$ cat src/rtl/ta_dac_pkg.sv
// Shared definitions for the TA DAC write path: command nibbles, word layout and scheduler state.
package ta_dac_pkg;

  localparam int CMD_W  = 4;
  localparam int DATA_W = 16;
  localparam int PAD_W  = 4;
  localparam int WORD_W = CMD_W + DATA_W + PAD_W;

  localparam logic [CMD_W-1:0] CMD_WRITE = 4'h3;
  localparam logic [CMD_W-1:0] CMD_LIMIT = 4'h8;

  typedef enum logic [1:0] {
    ST_IDLE,
    ST_ISSUE,
    ST_GAP
  } state_e;

  typedef enum logic [1:0] {
    SEL_ZERO,
    SEL_ON,
    SEL_CFG
  } sel_e;

endpackage

$ cat src/rtl/dac_word_fmt.sv
// Packs a DAC command nibble and 16-bit code into the 24-bit SPI word, MSB first.
module dac_word_fmt
  import ta_dac_pkg::*;
(
  input  logic [CMD_W-1:0]  cmd,
  input  logic [DATA_W-1:0] data,
  output logic [WORD_W-1:0] word
);

  assign word = {cmd, data, {PAD_W{1'b0}}};

endmodule

$ cat src/rtl/dac_write_scheduler.sv
// Turns laser pulse strobes, shutdown and config updates into a paced stream of DAC write words.
module dac_write_scheduler #(
  parameter logic [3:0]  CMD_WRITE     = ta_dac_pkg::CMD_WRITE,
  parameter logic [3:0]  CMD_LIMIT     = ta_dac_pkg::CMD_LIMIT,
  parameter logic [15:0] RESET_CURRENT = 16'h3600,
  parameter logic [15:0] RESET_LIMIT   = 16'h3F00,
  parameter int          GAP_CYCLES    = 4
) (
  input  logic                          clk,
  input  logic                          rst,
  input  logic                          shutdown,
  input  logic                          pulse_start,
  input  logic                          pulse_end,
  input  logic                          cfg_update,
  input  logic [ta_dac_pkg::DATA_W-1:0] drive_current,
  input  logic [ta_dac_pkg::DATA_W-1:0] drive_current_limit,
  output logic [ta_dac_pkg::WORD_W-1:0] spi_word,
  output logic                          spi_valid,
  input  logic                          spi_ready,
  output logic                          laser_on,
  output logic                          busy,
  output logic [7:0]                    drop_count
);
  import ta_dac_pkg::*;

  localparam logic [7:0] GAP_LAST = 8'(GAP_CYCLES - 1);

  state_e            state, state_n;
  sel_e              sel;
  logic              pend_zero, pend_on, pend_cfg;
  logic [DATA_W-1:0] drive_current_reg, limit_reg, on_data;
  logic              shutdown_q;
  logic [7:0]        gap_cnt;
  logic              cur_on_nz, cur_zero;
  logic [CMD_W-1:0]  sel_cmd;
  logic [DATA_W-1:0] sel_data;
  logic [WORD_W-1:0] sel_word;
  logic              any_pend, issue_now, accept, shut_rise, on_taken;
  logic              start_drop, start_take, end_kill;
  logic [8:0]        drop_sum;

  dac_word_fmt u_fmt (
    .cmd  (sel_cmd),
    .data (sel_data),
    .word (sel_word)
  );

  assign busy = (state != ST_IDLE);

  always_ff @(posedge clk) begin
    if (rst) state <= ST_IDLE;
    else     state <= state_n;
  end

  // An on-word leaving the pending set this edge frees the slot for a new start.
  always_comb begin
    state_n    = state;
    any_pend   = pend_zero | pend_on | pend_cfg;
    accept     = spi_valid & spi_ready;
    shut_rise  = shutdown & ~shutdown_q;
    sel        = SEL_CFG;
    sel_cmd    = CMD_LIMIT;
    sel_data   = limit_reg;
    if (pend_zero) begin
      sel      = SEL_ZERO;
      sel_cmd  = CMD_WRITE;
      sel_data = '0;
    end else if (pend_on) begin
      sel      = SEL_ON;
      sel_cmd  = CMD_WRITE;
      sel_data = on_data;
    end
    issue_now  = (state == ST_IDLE) & any_pend;
    on_taken   = issue_now & (sel == SEL_ON);
    start_drop = pulse_start & (pulse_end | shutdown | (pend_on & ~on_taken));
    start_take = pulse_start & ~start_drop;
    end_kill   = pulse_end & pend_on & ~on_taken;
    drop_sum   = {1'b0, drop_count} + 9'(start_drop) + 9'(end_kill);
    case (state)
      ST_IDLE:  if (any_pend) state_n = ST_ISSUE;
      ST_ISSUE: if (accept) state_n = ST_GAP;
      ST_GAP:   if (gap_cnt == GAP_LAST) state_n = ST_IDLE;
      default:  state_n = ST_IDLE;
    endcase
  end

  always_ff @(posedge clk) begin
    if (rst) begin
      pend_zero         <= 1'b0;
      pend_on           <= 1'b0;
      pend_cfg          <= 1'b0;
      spi_valid         <= 1'b0;
      spi_word          <= '0;
      laser_on          <= 1'b0;
      drop_count        <= '0;
      drive_current_reg <= RESET_CURRENT;
      limit_reg         <= RESET_LIMIT;
      on_data           <= '0;
      shutdown_q        <= 1'b0;
      gap_cnt           <= '0;
      cur_on_nz         <= 1'b0;
      cur_zero          <= 1'b0;
    end else begin
      shutdown_q <= shutdown;
      if (cfg_update) begin
        drive_current_reg <= drive_current;
        limit_reg         <= drive_current_limit;
      end
      if (start_take) on_data <= drive_current_reg;

      pend_zero <= (pend_zero & ~(issue_now & (sel == SEL_ZERO))) | pulse_end | shut_rise;
      pend_cfg  <= (pend_cfg & ~(issue_now & (sel == SEL_CFG))) | cfg_update;
      if (shutdown || pulse_end) pend_on <= 1'b0;
      else if (start_take)       pend_on <= 1'b1;
      else if (on_taken)         pend_on <= 1'b0;

      drop_count <= drop_sum[8] ? 8'hFF : drop_sum[7:0];

      // The presented word is frozen until accepted; its kind decides laser_on at accept.
      if (issue_now) begin
        spi_word  <= sel_word;
        spi_valid <= 1'b1;
        cur_on_nz <= (sel == SEL_ON) && (on_data != '0);
        cur_zero  <= (sel == SEL_ZERO) || ((sel == SEL_ON) && (on_data == '0));
      end else if (accept) begin
        spi_valid <= 1'b0;
      end

      if (shut_rise)                          laser_on <= 1'b0;
      else if (accept && cur_zero)            laser_on <= 1'b0;
      else if (accept && cur_on_nz && !shutdown) laser_on <= 1'b1;

      if (state == ST_GAP) gap_cnt <= gap_cnt + 8'd1;
      else                 gap_cnt <= '0;
    end
  end

endmodule

$ cat config.mk
export PLATFORM = sky130hd
export DESIGN_NAME = dac_write_scheduler
export DESIGN_NICKNAME = d
export VERILOG_FILES = /design/src/rtl/ta_dac_pkg.sv /design/src/rtl/dac_word_fmt.sv /design/src/rtl/dac_write_scheduler.sv
export SDC_FILE = /design/constraint.sdc
export NUM_CORES = 1
export LEC_CHECK = 0
export CORE_UTILIZATION = 50
export CTS_CLUSTER_DIAMETER = 120
export DETAILED_ROUTE_END_ITERATION = 12
export PLACE_DENSITY = 0.78
export RECOVER_POWER = 50
export SYNTH_ARGS = -nofsm -noshare
export SYNTH_HDL_FRONTEND = slang
export SYNTH_SLANG_ARGS = --single-unit
$ cat constraint.sdc
create_clock -name clk -period 3 [get_ports clk]
set_clock_uncertainty 0.1 [all_clocks]
set_input_delay 0.6 -clock clk [delete_from_list [all_inputs] [get_ports clk]]
set_output_delay 0.6 -clock clk [all_outputs]
set_load 0.005 [all_outputs]
==> summary.md, run 1 <==
| Metric | Value |
|---|---|
| DIE WIDTH | `around 86 um` |
| H-tree levels | `3` |
| Synth Cell Area | `between 0.003 and 0.004 mm2` |
| Worst setup EP type | `flop` |
| Leading area contributor after synthesis | `dfxtp_1` |
| Setup violators final | `0` |
| DR DRC count | `0` |
| Drt via density | `approximately 5.4` |
| VDD IR-drop max | `roughly 0.37 mV` |
| Clock transition at path regs | `0.08 ns` |
| Status | `finished with violations` |
| Antenna Nets Post-Route | `0` |
| Sequential cell area | `0.001842 mm2` |
| Met1 WL | `approximately 3.4 mm` |
| Compound-Gate Fraction of Synth Area | `0.1480` |
| Asr flop ratio synth | `0` |
| Fin. max-slew vios | `20` |
| Pwr/cell area | `about 540 mW/mm2` |
| Layout cells sized above 1 | `0.05140` |
| Antenna diodes | `0` |
| Seq/Total Area, Yosys | `0.5225` |
| Row count | `30` |
| Met3 wire length | `around 480 um` |
| Top cells by area, synth | `dfxtp_1, mux2i_1, nor2_1, a222oi_1, a21oi_1` |
| DR WL/cell | `about 14 um` |
| Min cycle time layout | `2.558 ns` |
| Layout area overhead | `23.46%` |
| CP required | `3.16 ns` |
| Dpl ws | `between 0.1 and 0.15 ns` |
| Power Total | `~0.0024 W` |
| Mux share of post-synthesis cell area | `0.06248` |
| PortBufs | `just under 70` |
| Initial antenna violation count | `0` |
| Setup TNS Final | `0 ns` |
| Gr ovfl total | `0` |
| Post-Route WL | `7.438 mm` |
| Critical-path maximum fanout | `6` |
| Largest family of logic cells by synthesized area | `simple AND/OR/NAND/NOR gates` |
| Number of synthesized flops with an enable pin | `0` |
| Main synth FF type | `dfxtp_1` |
| RSZ-0062 raised after global routing | `false` |
| Startpoint Class | `input pin` |
| Ys Warns | `0` |
| Most flop-heavy register | `spi_word` |
| Top-count cell post-synth | `dfxtp_1` |
| CTS Buffer Depth | `2` |
| Clock tree from TritonCTS | `built` |
| Starting Density | `0.5188` |
| Final non-filler cell total | `~520` |
| Core area | `just under 0.007 mm2` |
| First-pass GRT wire length | `~13 mm` |
| Fin worst setup slack | `roughly 0.44 ns` |
| DRT iter0 DRCs | `~220` |
| Detail Placement HPWL | `4.943 mm` |
| Clk_lat worst skew | `0.34 ns` |
| Worst slew pin tran | `roughly 1.5 ns` |
| Detail Route met2 WL | `3.452 mm` |
| Path category of the worst min-delay check | `reg2reg` |
| Uppermost routed layer | `met4` |
| Final hold vios | `0` |
| Maxcap violations | `1` |
| Hold Buf Count CTS | `0` |
| WS Path Type | `in2reg` |
| Slew headroom | `-0.02414` |
| Mapped Cells | `~370` |
| Largest net degree at the start of global routing | `44` |
| Clk root buf | `clkbuf_8` |
| Via Count | `2832` |
| Final worst path period share | `0.8526` |
| Synth Area in Adders | `0.009230` |
| Synth top cells by count | `dfxtp_1, nor2_1, nand2_1, a21oi_1, mux2i_1` |
| RD Place Congestion | `between 0.7 and 0.8` |
| Synth unique cells | `46` |
| Post-synthesis simple-gate area fraction | `0.1842` |
| Post_cts resized | `0` |
| Failing checks | `max-capacitance violations, max-slew violations` |
| I/O pins | `between 70 and 80` |
| # placed instances | `509` |
| Synth Area in XOR/XNOR | `0.01988` |
| Fmax | `391.0 MHz` |
| Die area | `0.007389 mm2` |
| CTS Buf Count | `9` |
| GRT Util Overall | `0.2163` |
| Vias in the first global route | `approximately 2700` |
| Footprint of the multi-input gates | `between 0.001 and 0.0015 mm2` |
| DRT Pass-1 Iters | `6` |
| Synth top area share | `0.5225` |
| Max reg flops | `18` |
| Yosys reg bits | `92` |
| Nets | `approximately 470` |
| Synth Area per Inst | `between 9 and 10 um2` |
| Static Leak | `1.667 nW` |
| Die H | `around 86 um` |
| Clk sinks | `92` |
| Worst EP arrival | `~2.7 ns` |
| Setup Fix Bufs, Post-CTS | `0` |
| Fillcell total | `around 580` |
[report_power, final]
part           switching [W]  internal [W]
sequential         0.0000375       0.00127
clock               0.000386      0.000404
combinational       0.000120      0.000133
[final cells by class]
cell class,count,area share
multi-input combinational,244,0.3433
sequential,92,0.4232
clock inverter,2,0.008051
timing repair buffer,71,0.1578
inverter,6,0.005750
tap,96,0.02760
clock buffer,13,0.03422
[final timing paths]
check	from	end	slack (ns)	depth (start not counted)
hold reg to reg	drive_current_reg[15]	on_data[15]	0.35	2
setup reg to reg	pend_zero	cur_on_nz	0.55	4
setup / recovery	shutdown	drop_count[3]	0.44	9
hold / removal	drive_current_reg[15]	on_data[15]	0.35	2
[placed cells by master (no fill, tap or decap), types with 2 or more instances in the layout]
cell	n
dfxtp_1	92
nor2_1	57
clkdlybuf4s50_1	55
nand2_1	35
a21oi_1	27
mux2i_1	22
a222oi_1	16
nor2b_1	12
dlygate4sd3_1	11
a211o_1	10
clkbuf_8	10
nand3_1	8
inv_1	5
nor4_1	5
conb_1	5
and3_1	4
xor2_1	4
xnor2_1	4
clkbuf_1	4
a211oi_1	3
nand3b_1	3
a2111oi_0	3
or2_2	2
nand4_1	2
a22oi_1	2
o21ai_0	2
nor3_1	2
clkbuf_2	2
[metal layers]
metal / track usage / vias to the layer above
met5: 0 / -
met4: 0.07727 / 0
met3: 0.03561 / 14
met2: 0.3427 / 115
met1: 0.2987 / 1307
li1: - / 1396
[critical path, cell delays in order]
cell	delay, ns
dlygate4sd3_1	0.56
nor2_1	0.07
nand2_1	0.07
nand2_1	0.06
fa_1	0.41
and4b_1	0.37
and3_1	0.24
nand3_1	0.15
a21oi_1	0.18
[metrics by stage]
stage | util | cell area (um2) | hold WS [ns]
after CTS | 0.6460 | 4389 | 0.3538
after global routing | 0.6405 | 4352 | 0.3679
after floorplan | - | 3540 | 0.3261
after global placement | 0.6190 | 4205 | 0.3359
after detailed placement | 0.6190 | 4205 | 0.3406
final | 0.6405 | 4352 | 0.3540
[kinds of logic (layout without fill, tap and decap cells)]
group,Yosys count,after routing
adders and majority gates,2,2
AOI/OAI and AO/OA,70,70
and+or+nand+nor,137,137
DFF,92,92
buffers and inverters,34,92
other,1,5
xor gates and xnor gates,8,8
muxes,22,22
Note: power is estimated with default switching activity, not from simulation.
==> run 2: changes to the inputs <==
CORE_UTILIZATION = 52   (was 50)
PLACE_DENSITY = 0.79   (was 0.78)
SYNTH_HIERARCHICAL = 1   (was unset)
==> summary.md, run 2 <==
| Metric | Value |
|---|---|
| Starting Density | `0.5356 (+0.01684)` |
| Maxcap violations | `1 (unchanged)` |
| Hold endpoint | `spi_word[3]` |
| Largest net degree at the start of global routing | `37 (-16%)` |
| Yosys reg bits | `98 (+6.5%)` |
| Clock tree from TritonCTS | `built` |
| Critical-path maximum fanout | `25 (+19)` |
| CP cell instances | `clkbuf_2 -> nor2_1 -> inv_4 -> o21a_1 -> nor2_1 -> a22o_1` |
| Row count | `32 (+6.7%)` |
| Crit-path most repeated cell | `nor2_1` |
| Static Leak | `1.855 nW (+11%)` |
| Ys Warns | `6 (+6)` |
| DRT Pass-1 Iters | `4 (-2)` |
| RSZ-0062 raised after global routing | `false` |
| Fin. max-slew vios | `37 (+85%)` |
| Slowest cell delay on critical path | `0.67 ns (+0.11 ns)` |
| Detail Placement HPWL | `5.730 mm (+16%)` |
| Max reg flops | `24 (+6)` |
| Layout cells sized above 1 | `0.06383 (+0.01243)` |
| Top-count cell post-synth | `dfxtp_1` |
| Worst EP arrival | `2.72 ns (about the same)` |
| Worst R2R Path Depth | `6 (+2)` |
| Gr ovfl total | `0 (unchanged)` |
| Hold Startpoint | `spi_word[3]` |
| Top cells by area, synth | `dfxtp_1, mux2i_1, nand2_1, nor2_1, buf_4` |
| Synth Cell Area | `0.004139 mm2 (+17%)` |
| WS Path Type | `reg2reg` |
| Clock transition at path regs | `0.09 ns (about the same)` |
| Final worst path period share | `0.8535 (+0.0009583)` |
| Core area | `0.007727 mm2 (+14%)` |
| Post-Route WL | `8.088 mm (+8.7%)` |
| Synth top cells by count | `dfxtp_1, nand2_1, nor2_1, a21oi_1, mux2i_1` |
| Synth Area per Inst | `8.863 um2 (-8.0%)` |
| Clk_lat worst skew | `0.36 ns (+0.02 ns)` |
| VDD IR-drop max | `0.2372 mV (-36%)` |
| Critical-path cell with the highest stage delay | `o21a_1` |
| Status | `finished with violations` |
| Drt via density | `5.087 (-5.9%)` |
| Post_cts resized | `0 (unchanged)` |
| Fin area | `0.004877 mm2 (+12%)` |
| Via Count | `3149 (+11%)` |
| Setup Fix Bufs, Post-CTS | `0 (unchanged)` |
| Synth unique cells | `46 (unchanged)` |
| Leading area contributor after synthesis | `dfxtp_1` |
| Synth top area share | `0.4740 (-0.04854)` |
| Fmax | `390.5 MHz (-0.11%)` |
| DR WL/cell | `13.07 um (-7.9%)` |
| Clk sinks | `98 (+6.5%)` |
| Antenna Nets Post-Route | `0 (unchanged)` |
| Failing checks | `max-capacitance violations, max-slew violations` |
| Mapped Cells | `467 (+28%)` |
| PortBufs | `73 (+7.4%)` |
| CTS Buf Count | `9 (unchanged)` |
| Layout area overhead | `17.84%` |
| Min cycle time layout | `2.561 ns (+0.002875 ns)` |
| Setup TNS Final | `0 ns (unchanged)` |
| Vias in the first global route | `3033 (+14%)` |
| I/O pins | `74 (unchanged)` |
| Hold Slack | `0.3524 ns (-0.001602 ns)` |
| Antenna diodes | `0 (unchanged)` |
| DRT iter0 DRCs | `122 (-46%)` |
| CP Buf/Inv Count | `2 (+1)` |
| DR DRC count | `0 (unchanged)` |
| Worst setup EP type | `flop` |
| Worst slew pin tran | `1.570 ns (+0.04385 ns)` |
| Most common cell after layout, fill and taps aside | `dfxtp_1` |
| Most flop-heavy register | `spi_word` |
| Seq/Total Area, Yosys | `0.4740 (-0.04854)` |
| Flop2flop setup slack | `0.44 ns (-0.11 ns)` |
| H-tree levels | `3 (unchanged)` |
| CTS Buffer Depth | `2 (unchanged)` |
| Main synth FF type | `dfxtp_1` |
| Final hold vios | `0 (unchanged)` |
| Pwr/cell area | `535.6 mW/mm2 (-1.0%)` |
| CP required | `3.16 ns (about the same)` |
| Setup violators final | `0 (unchanged)` |
| Die H | `91.22 um (+6.1%)` |
| Power Total | `0.002612 W (+11%)` |
| Asr flop ratio synth | `0 (unchanged)` |
| R2R Path Start | `pend_on` |
| Number of synthesized flops with an enable pin | `0 (unchanged)` |
| Path category of the worst min-delay check | `reg2reg` |
| GRT Util Overall | `0.2080 (-0.008325)` |
| DIE WIDTH | `91.22 um (+6.1%)` |
| RD Place Congestion | `0.8126 (+4.6%)` |
| First-pass GRT wire length | `13.83 mm (+9.8%)` |
| Slew headroom | `-0.04655 (-0.02241)` |
| Worst hold path cell count | `2 (unchanged)` |
| Hold Buf Count CTS | `0 (unchanged)` |
| Clk root buf | `clkbuf_8` |
| Initial antenna violation count | `0 (unchanged)` |
| Placed instance area | `0.004725 mm2 (+12%)` |
| Commonest cells after routing, fill and taps aside | `dfxtp_1, nand2_1, nor2_1` |
| Die area | `0.008320 mm2 (+13%)` |
| Nets | `553 (+19%)` |
| Delay-heaviest family, CP | `compound AO/OA/AOI/OAI gates` |
| RR Endpoint | `cur_zero` |
| Startpoint Class | `flop` |
-- run 2: final cells by class --
type	instances	area [um2]
inverters	7	28.78
well taps	102	127.6
repair buffers	81	760.7
fillers	669	2850
clock inverters	5	52.55
clock buffers	11	151.4
flip-flops and latches	98	1962
multi-input cells	315	1794
-- run 2: routing by layer --
layer / vias up / routed length (um) / global-route usage / share of wire
met5: - / 0 / 0 / 0
met2: 65 / 3817 / 0.3409 / 0.47
li1: 1617 / - / - / -
met4: 0 / 51 / 0.08730 / 0.0063
met3: 7 / 293 / 0.02680 / 0.036
met1: 1460 / 3926 / 0.2762 / 0.49
-- run 2: worst min-delay path: stages, from the launching register on --
cell,delay (ns)
dfxtp_1,0.31
nand2_1,0.05
a21oi_1,0.05
-- run 2: worst max-delay path by stage --
stage,startpoint,endpoint,slack (ns),depth (start not counted)
global route,pend_on,cur_zero,0.23,6
detailed placement,pulse_end,drop_count[0],0.21,9
global placement,pulse_end,drop_count[0],0.29,9
finish,pend_on,cur_zero,0.44,6
CTS,state[1],busy,0.51,3
floorplan,state[1],drop_count[0],0.73,9
-- run 2: logic make-up after synthesis --
family | after synthesis | synth area share
multiplexers | 38 | 0.09190
AND/OR/NAND/NOR | 188 | 0.1974
buffers and inverters | 57 | 0.08767
flip-flops | 98 | 0.4740
adder cells (fa/ha/maj) | 2 | 0.007859
other | 2 | 0.001814
AO/OA/AOI/OAI | 74 | 0.1224
XOR/XNOR | 8 | 0.01693
-- run 2: per-stage QoR --
stage	std cells	worst slack, ns	util
2_1_floorplan	470	0.7264	-
3_3_place_gp	603	0.2895	0.6114
3_5_place_dp	603	0.2125	0.6114
4_1_cts	619	0.5110	0.6378
5_1_grt	619	0.2296	0.6312
6_report	619	0.4394	0.6312
-- run 2: where the power goes --
part / switching [W] / internal, W / total [W]
clock network: 0.000435 / 0.000427 / 0.000862
logic: 0.000171 / 0.000168 / 0.000339
registers: 0.0000436 / 0.00137 / 0.00141
total: 0.000650 / 0.00196 / 0.00261
==> run 3: changes to the inputs <==
SKIP_LAST_GASP = 1   (was unset)
==> results of run 3 <==
Same layout as run 2: the final DEF is identical, and so are final timing and power.
==> patch 1, RTL diff (config.mk and constraints of run 1) <==
Put one more register stage on the output `drop_count`, cleared by the reset. The value now appears one clock later. The other outputs are not delayed to match.
--- a/src/rtl/dac_write_scheduler.sv
+++ b/src/rtl/dac_write_scheduler.sv
@@ -24,6 +24,8 @@
   import ta_dac_pkg::*;
 
   localparam logic [7:0] GAP_LAST = 8'(GAP_CYCLES - 1);
+
+  logic [7:0] drop_count_s0;
 
   state_e            state, state_n;
   sel_e              sel;
@@ -75,7 +77,7 @@
     start_drop = pulse_start & (pulse_end | shutdown | (pend_on & ~on_taken));
     start_take = pulse_start & ~start_drop;
     end_kill   = pulse_end & pend_on & ~on_taken;
-    drop_sum   = {1'b0, drop_count} + 9'(start_drop) + 9'(end_kill);
+    drop_sum   = {1'b0, drop_count_s0} + 9'(start_drop) + 9'(end_kill);
     case (state)
       ST_IDLE:  if (any_pend) state_n = ST_ISSUE;
       ST_ISSUE: if (accept) state_n = ST_GAP;
@@ -92,7 +94,7 @@
       spi_valid         <= 1'b0;
       spi_word          <= '0;
       laser_on          <= 1'b0;
-      drop_count        <= '0;
+      drop_count_s0     <= '0;
       drive_current_reg <= RESET_CURRENT;
       limit_reg         <= RESET_LIMIT;
       on_data           <= '0;
@@ -114,7 +116,7 @@
       else if (start_take)       pend_on <= 1'b1;
       else if (on_taken)         pend_on <= 1'b0;
 
-      drop_count <= drop_sum[8] ? 8'hFF : drop_sum[7:0];
+      drop_count_s0 <= drop_sum[8] ? 8'hFF : drop_sum[7:0];
 
       // The presented word is frozen until accepted; its kind decides laser_on at accept.
       if (issue_now) begin
@@ -135,5 +137,13 @@
     end
   end
 
+  always_ff @(posedge clk) begin
+    if (rst) begin
+      drop_count <= '0;
+    end else begin
+      drop_count <= drop_count_s0;
+    end
+  end
+
 endmodule
 
Behaviour: not the same (a bounded check fails within 4 cycles, from zero or initial values and one cycle with rst high).
==> patch 1 against run 1 <==
Utilization shrank 0.49 points; critical endpoint is now drop_count_s0[3]$_SDFF_PP0_; sequential share of layout area grew 1.3 points; maximum frequency grew 2.4%; count of clock-buffer cells in the layout shrank 3; cell area grew 5.4%; area after synthesis grew 5.3%; setup slack gained 0.059 ns; cell count grew 4.8%; routed wire length is essentially flat; sequential cell count grew 8; total power grew 3.7%.
==> patch 1: results (changes against run 1) <==
dr_wl_met3_um: 294  # -39%
num_vias: 2848  # +0.56%
wl_met1_um: 3450  # +1.9%
finalWeightedCongestion: 0.705  # -9.2%
num-nets-final: 486  # +4.5%
vias_per_cell: 5.19  # -4.0%
ys_warn_count: 0  # unchanged
synthAdderAreaFrac: 0.00877  # -0.000464
clkSlewWorstSetupHoldPaths_ns: 0.09
status: "completed"
clock_latency_ns: 0.36  # +0.02 ns
grt_max_degree: 36  # -18%
synth.area.mux_share: 0.0620  # -0.000441
drive_gt1_frac: 0.0556  # +0.00415
synth-compound-area-share: 0.126  # -0.0216
p_sw_w: 0.000616  # +13%
relSlewSlack: 0.0445  # +0.0686
grt.total_usage: 0.203  # -0.0134
io_buffer_count: 68  # unchanged
placed_cell_area_sq_mm: 0.00442  # +5.1%
seq_area_frac_synth: 0.539  # +0.0169
synth_area_leaders: "dfxtp_1 (54%), mux2i_1 (6.2%), nor2_1 (6.0%), a222oi_1 (4.3%), nand2_1 (3.7%)"
routed-wl-met2_um: 3540  # +2.4%
hpwlAfterDp_um: 4980  # +0.78%
synth-xor-area-share: 0.0189  # -0.000999
largest_reg_flops: 18  # unchanged
grt_pass1_wl_um: 12000  # -4.9%
leakage_nw: 1.78  # +7.0%
ys_types: 42  # -8.7%
grt_pass1_vias: 2578  # -3.3%
highest_layer: "met4"
worstPathArrival_ns: 2.68  # -0.04 ns
synth_commonest_cells: "dfxtp_1 (100), nor2_1 (59), nand2_1 (37)"
postSynthAreaPerCell_sq_um: 9.59  # -0.42%
dp_slack_ns: 0.217  # +0.0841 ns
routed_wl_um: 7440  # about the same
cp_max_fo: 7  # +1
rr_worst_depth: 9  # +5
dp_cells: 533  # +4.7%
drt_iter0_drc: 240  # +7.1%
patch 1: area by class of cell:
| cell class | count | area (sq um) |
|---|---|---|
| Clock buffer | 10 | 128 |
| Clock inverter | 6 | 47.5 |
| Fill cell | 649 | 2630 |
| Inverter | 9 | 33.8 |
| Multi-Input combinational cell | 251 | 1530 |
| Sequential cell | 100 | 2000 |
| Tap cell | 99 | 124 |
| Timing Repair Buffer | 74 | 721 |
patch 1: final timing paths:
kind,startpoint,to,slack (ns)
worst min-delay path,drive_current_reg[3]$_SDFFE_PP0P_,on_data[3]$_SDFFE_PP0P_,0.35
worst min register to register,drive_current_reg[3]$_SDFFE_PP0P_,on_data[3]$_SDFFE_PP0P_,0.35
worst max register to register,state[0]$_SDFFE_PP0P_,drop_count_s0[3]$_SDFF_PP0_,0.50
worst max-delay path,state[0]$_SDFFE_PP0P_,drop_count_s0[3]$_SDFF_PP0_,0.50
patch 1: power by group through the flow:
stage | Sequential [W] | Combinational, W | Clock [W]
3_3_place_gp | 0.00145 | 0.000253 | 0
3_5_place_dp | 0.00145 | 0.000258 | 0
6_report | 0.00142 | 0.000254 | 0.000769
4_1_cts | 0.00142 | 0.000259 | 0.000787
5_1_grt | 0.00143 | 0.000280 | 0.000841
2_1_floorplan | 0.00144 | 0.000155 | 0
patch 1: critical path: stages (launching register included):
cell and delay [ns]:
dfxtp_1 0.43, or2_1 0.28, nor3_2 0.07, nor2_1 0.12, nand2_1 0.08, fa_1 0.45, and4b_1 0.29, nand3_1 0.13
or2_1 0.31, a21oi_1 0.15
patch 1: per-layer routing:
| metal | up-vias | track usage |
|---|---|---|
| li1 | 1449 | - |
| met1 | 1316 | 0.275 |
| met2 | 71 | 0.317 |
| met3 | 12 | 0.0292 |
| met4 | 0 | 0.103 |
| met5 | - | 0 |
==> patch 2, RTL diff (config.mk and constraints of run 1) <==
Made on the original files. Set the package constant `PAD_W` to 5 (it was 4).
--- a/src/rtl/ta_dac_pkg.sv
+++ b/src/rtl/ta_dac_pkg.sv
@@ -3,7 +3,7 @@
 
   localparam int CMD_W  = 4;
   localparam int DATA_W = 16;
-  localparam int PAD_W  = 4;
+  localparam int PAD_W  = 5;
   localparam int WORD_W = CMD_W + DATA_W + PAD_W;
 
   localparam logic [CMD_W-1:0] CMD_WRITE = 4'h3;
Interface: changed (resized spi_word); port bits go from 74 to 75. No check against the original RTL was run, so the function may have changed too.
==> patch 2 against run 1 <==
Largest power group unchanged; setup slack worse by 0.034 ns; global-route usage up 0.35 points; cell area up 1.8%; routed wire length up 2.3%; count of clock-buffer cells in the layout down 4; clock power up 27%; the flow still finishes with violations (capacitance limit, slew limit); critical path depth unchanged; sequential cell count unchanged; area after synthesis up 0.21%; register-to-register slack worse by 0.03 ns; hold slack better by 0.0061 ns; highest routed layer unchanged; total power up 9.2%; maximum frequency down 1.3%.
==> patch 2: results (changes against run 1) <==
num-nets-final: 468  # +0.65%
hold_path_end: "on_data[3]$_SDFFE_PP0P_"
synth-xor-area-share: 0.0198  # -0.0000423
synthAdderAreaFrac: 0.00921  # -0.0000196
cp_slowest_stage_delay_ns: 0.58  # +0.02 ns
grt_pass1_wl_um: 12600  # +0.27%
clock_latency_ns: 0.36  # +0.02 ns
seq_area_frac_synth: 0.521  # -0.00111
irDropWorstVdd_mv: 0.250  # -32%
avgRoutedWirePerCell_um: 14.4  # +1.5%
grt_pass1_vias: 2699  # +1.2%
r2r-start: "state[0]$_SDFFE_PP0P_"
r2r_slack_ns: 0.52  # -0.03 ns
violations: "capacitance limit, slew limit"
finalWeightedCongestion: 0.760  # -2.2%
synth-compound-area-share: 0.148  # -0.000315
status: "finished, violations left"
fmax_mhz: 386  # -1.3%
drt_pass1_iterations: 5  # -1
routed-wl-met2_um: 3660  # +6.0%
holdWs_ns: 0.360  # +0.00615 ns
drv_slew: 20  # unchanged
die-width_um: 86.1  # +0.10%
grt_use_met3: 0.0423  # +0.00674
cap_violations: 1  # unchanged
hpwlAfterDp_um: 4970  # +0.61%
drt_iter0_drc: 253  # +13%
leakage_nw: 1.68  # +0.63%
cp_max_fo: 6  # unchanged
worstPathArrival_ns: 2.78  # +0.06 ns
routed_wl_um: 7610  # +2.3%
hp-start: "drive_current_reg[3]$_SDFFE_PP0P_"
grt_util_met2: 0.367  # +0.0245
rr_worst_depth: 8  # +4
dp_slack_ns: 0.118  # -0.0150 ns
placed_cell_area_sq_mm: 0.00421  # +0.15%
postSynthAreaPerCell_sq_um: 9.62  # about the same
synth.area.mux_share: 0.0623  # -0.000133
drive_gt1_frac: 0.0648  # +0.0134
vias_per_cell: 5.35  # -0.97%
dp_cells: 512  # +0.59%
grt.total_usage: 0.220  # +0.00353
dr_wl_met3_um: 379  # -22%
worst_pin_slew_ns: 1.50  # -0.0211 ns
[patch 2: worst min-delay path: stages, from the launching register on]
cell     delay (ns)
dfxtp_1        0.32
nand2_1        0.05
a21oi_1        0.05
[patch 2: logic make-up after synthesis]
family / Yosys count
DFF: 92
AOI/OAI and AO/OA: 70
xor gates and xnor gates: 8
and+or+nand+nor: 137
muxes: 22
buffers and inverters: 35
adders and majority gates: 2
other: 1
[patch 2: area by class of cell]
class,instances,area [sq um]
Sequential cell,92,1840
Timing Repair Buffer,73,702
Fill cell,569,2360
Tap cell,96,120
Clock buffer,9,124
Clock inverter,7,121
Multi-Input combinational cell,245,1500
Inverter,6,25.0
[patch 2: where the power goes]
| part | switching, W | total (W) | internal (W) |
|---|---|---|---|
| sequential | 0.0000381 | 0.00131 | 0.00127 |
| combinational | 0.000122 | 0.000258 | 0.000136 |
| clock | 0.000442 | 0.00100 | 0.000559 |
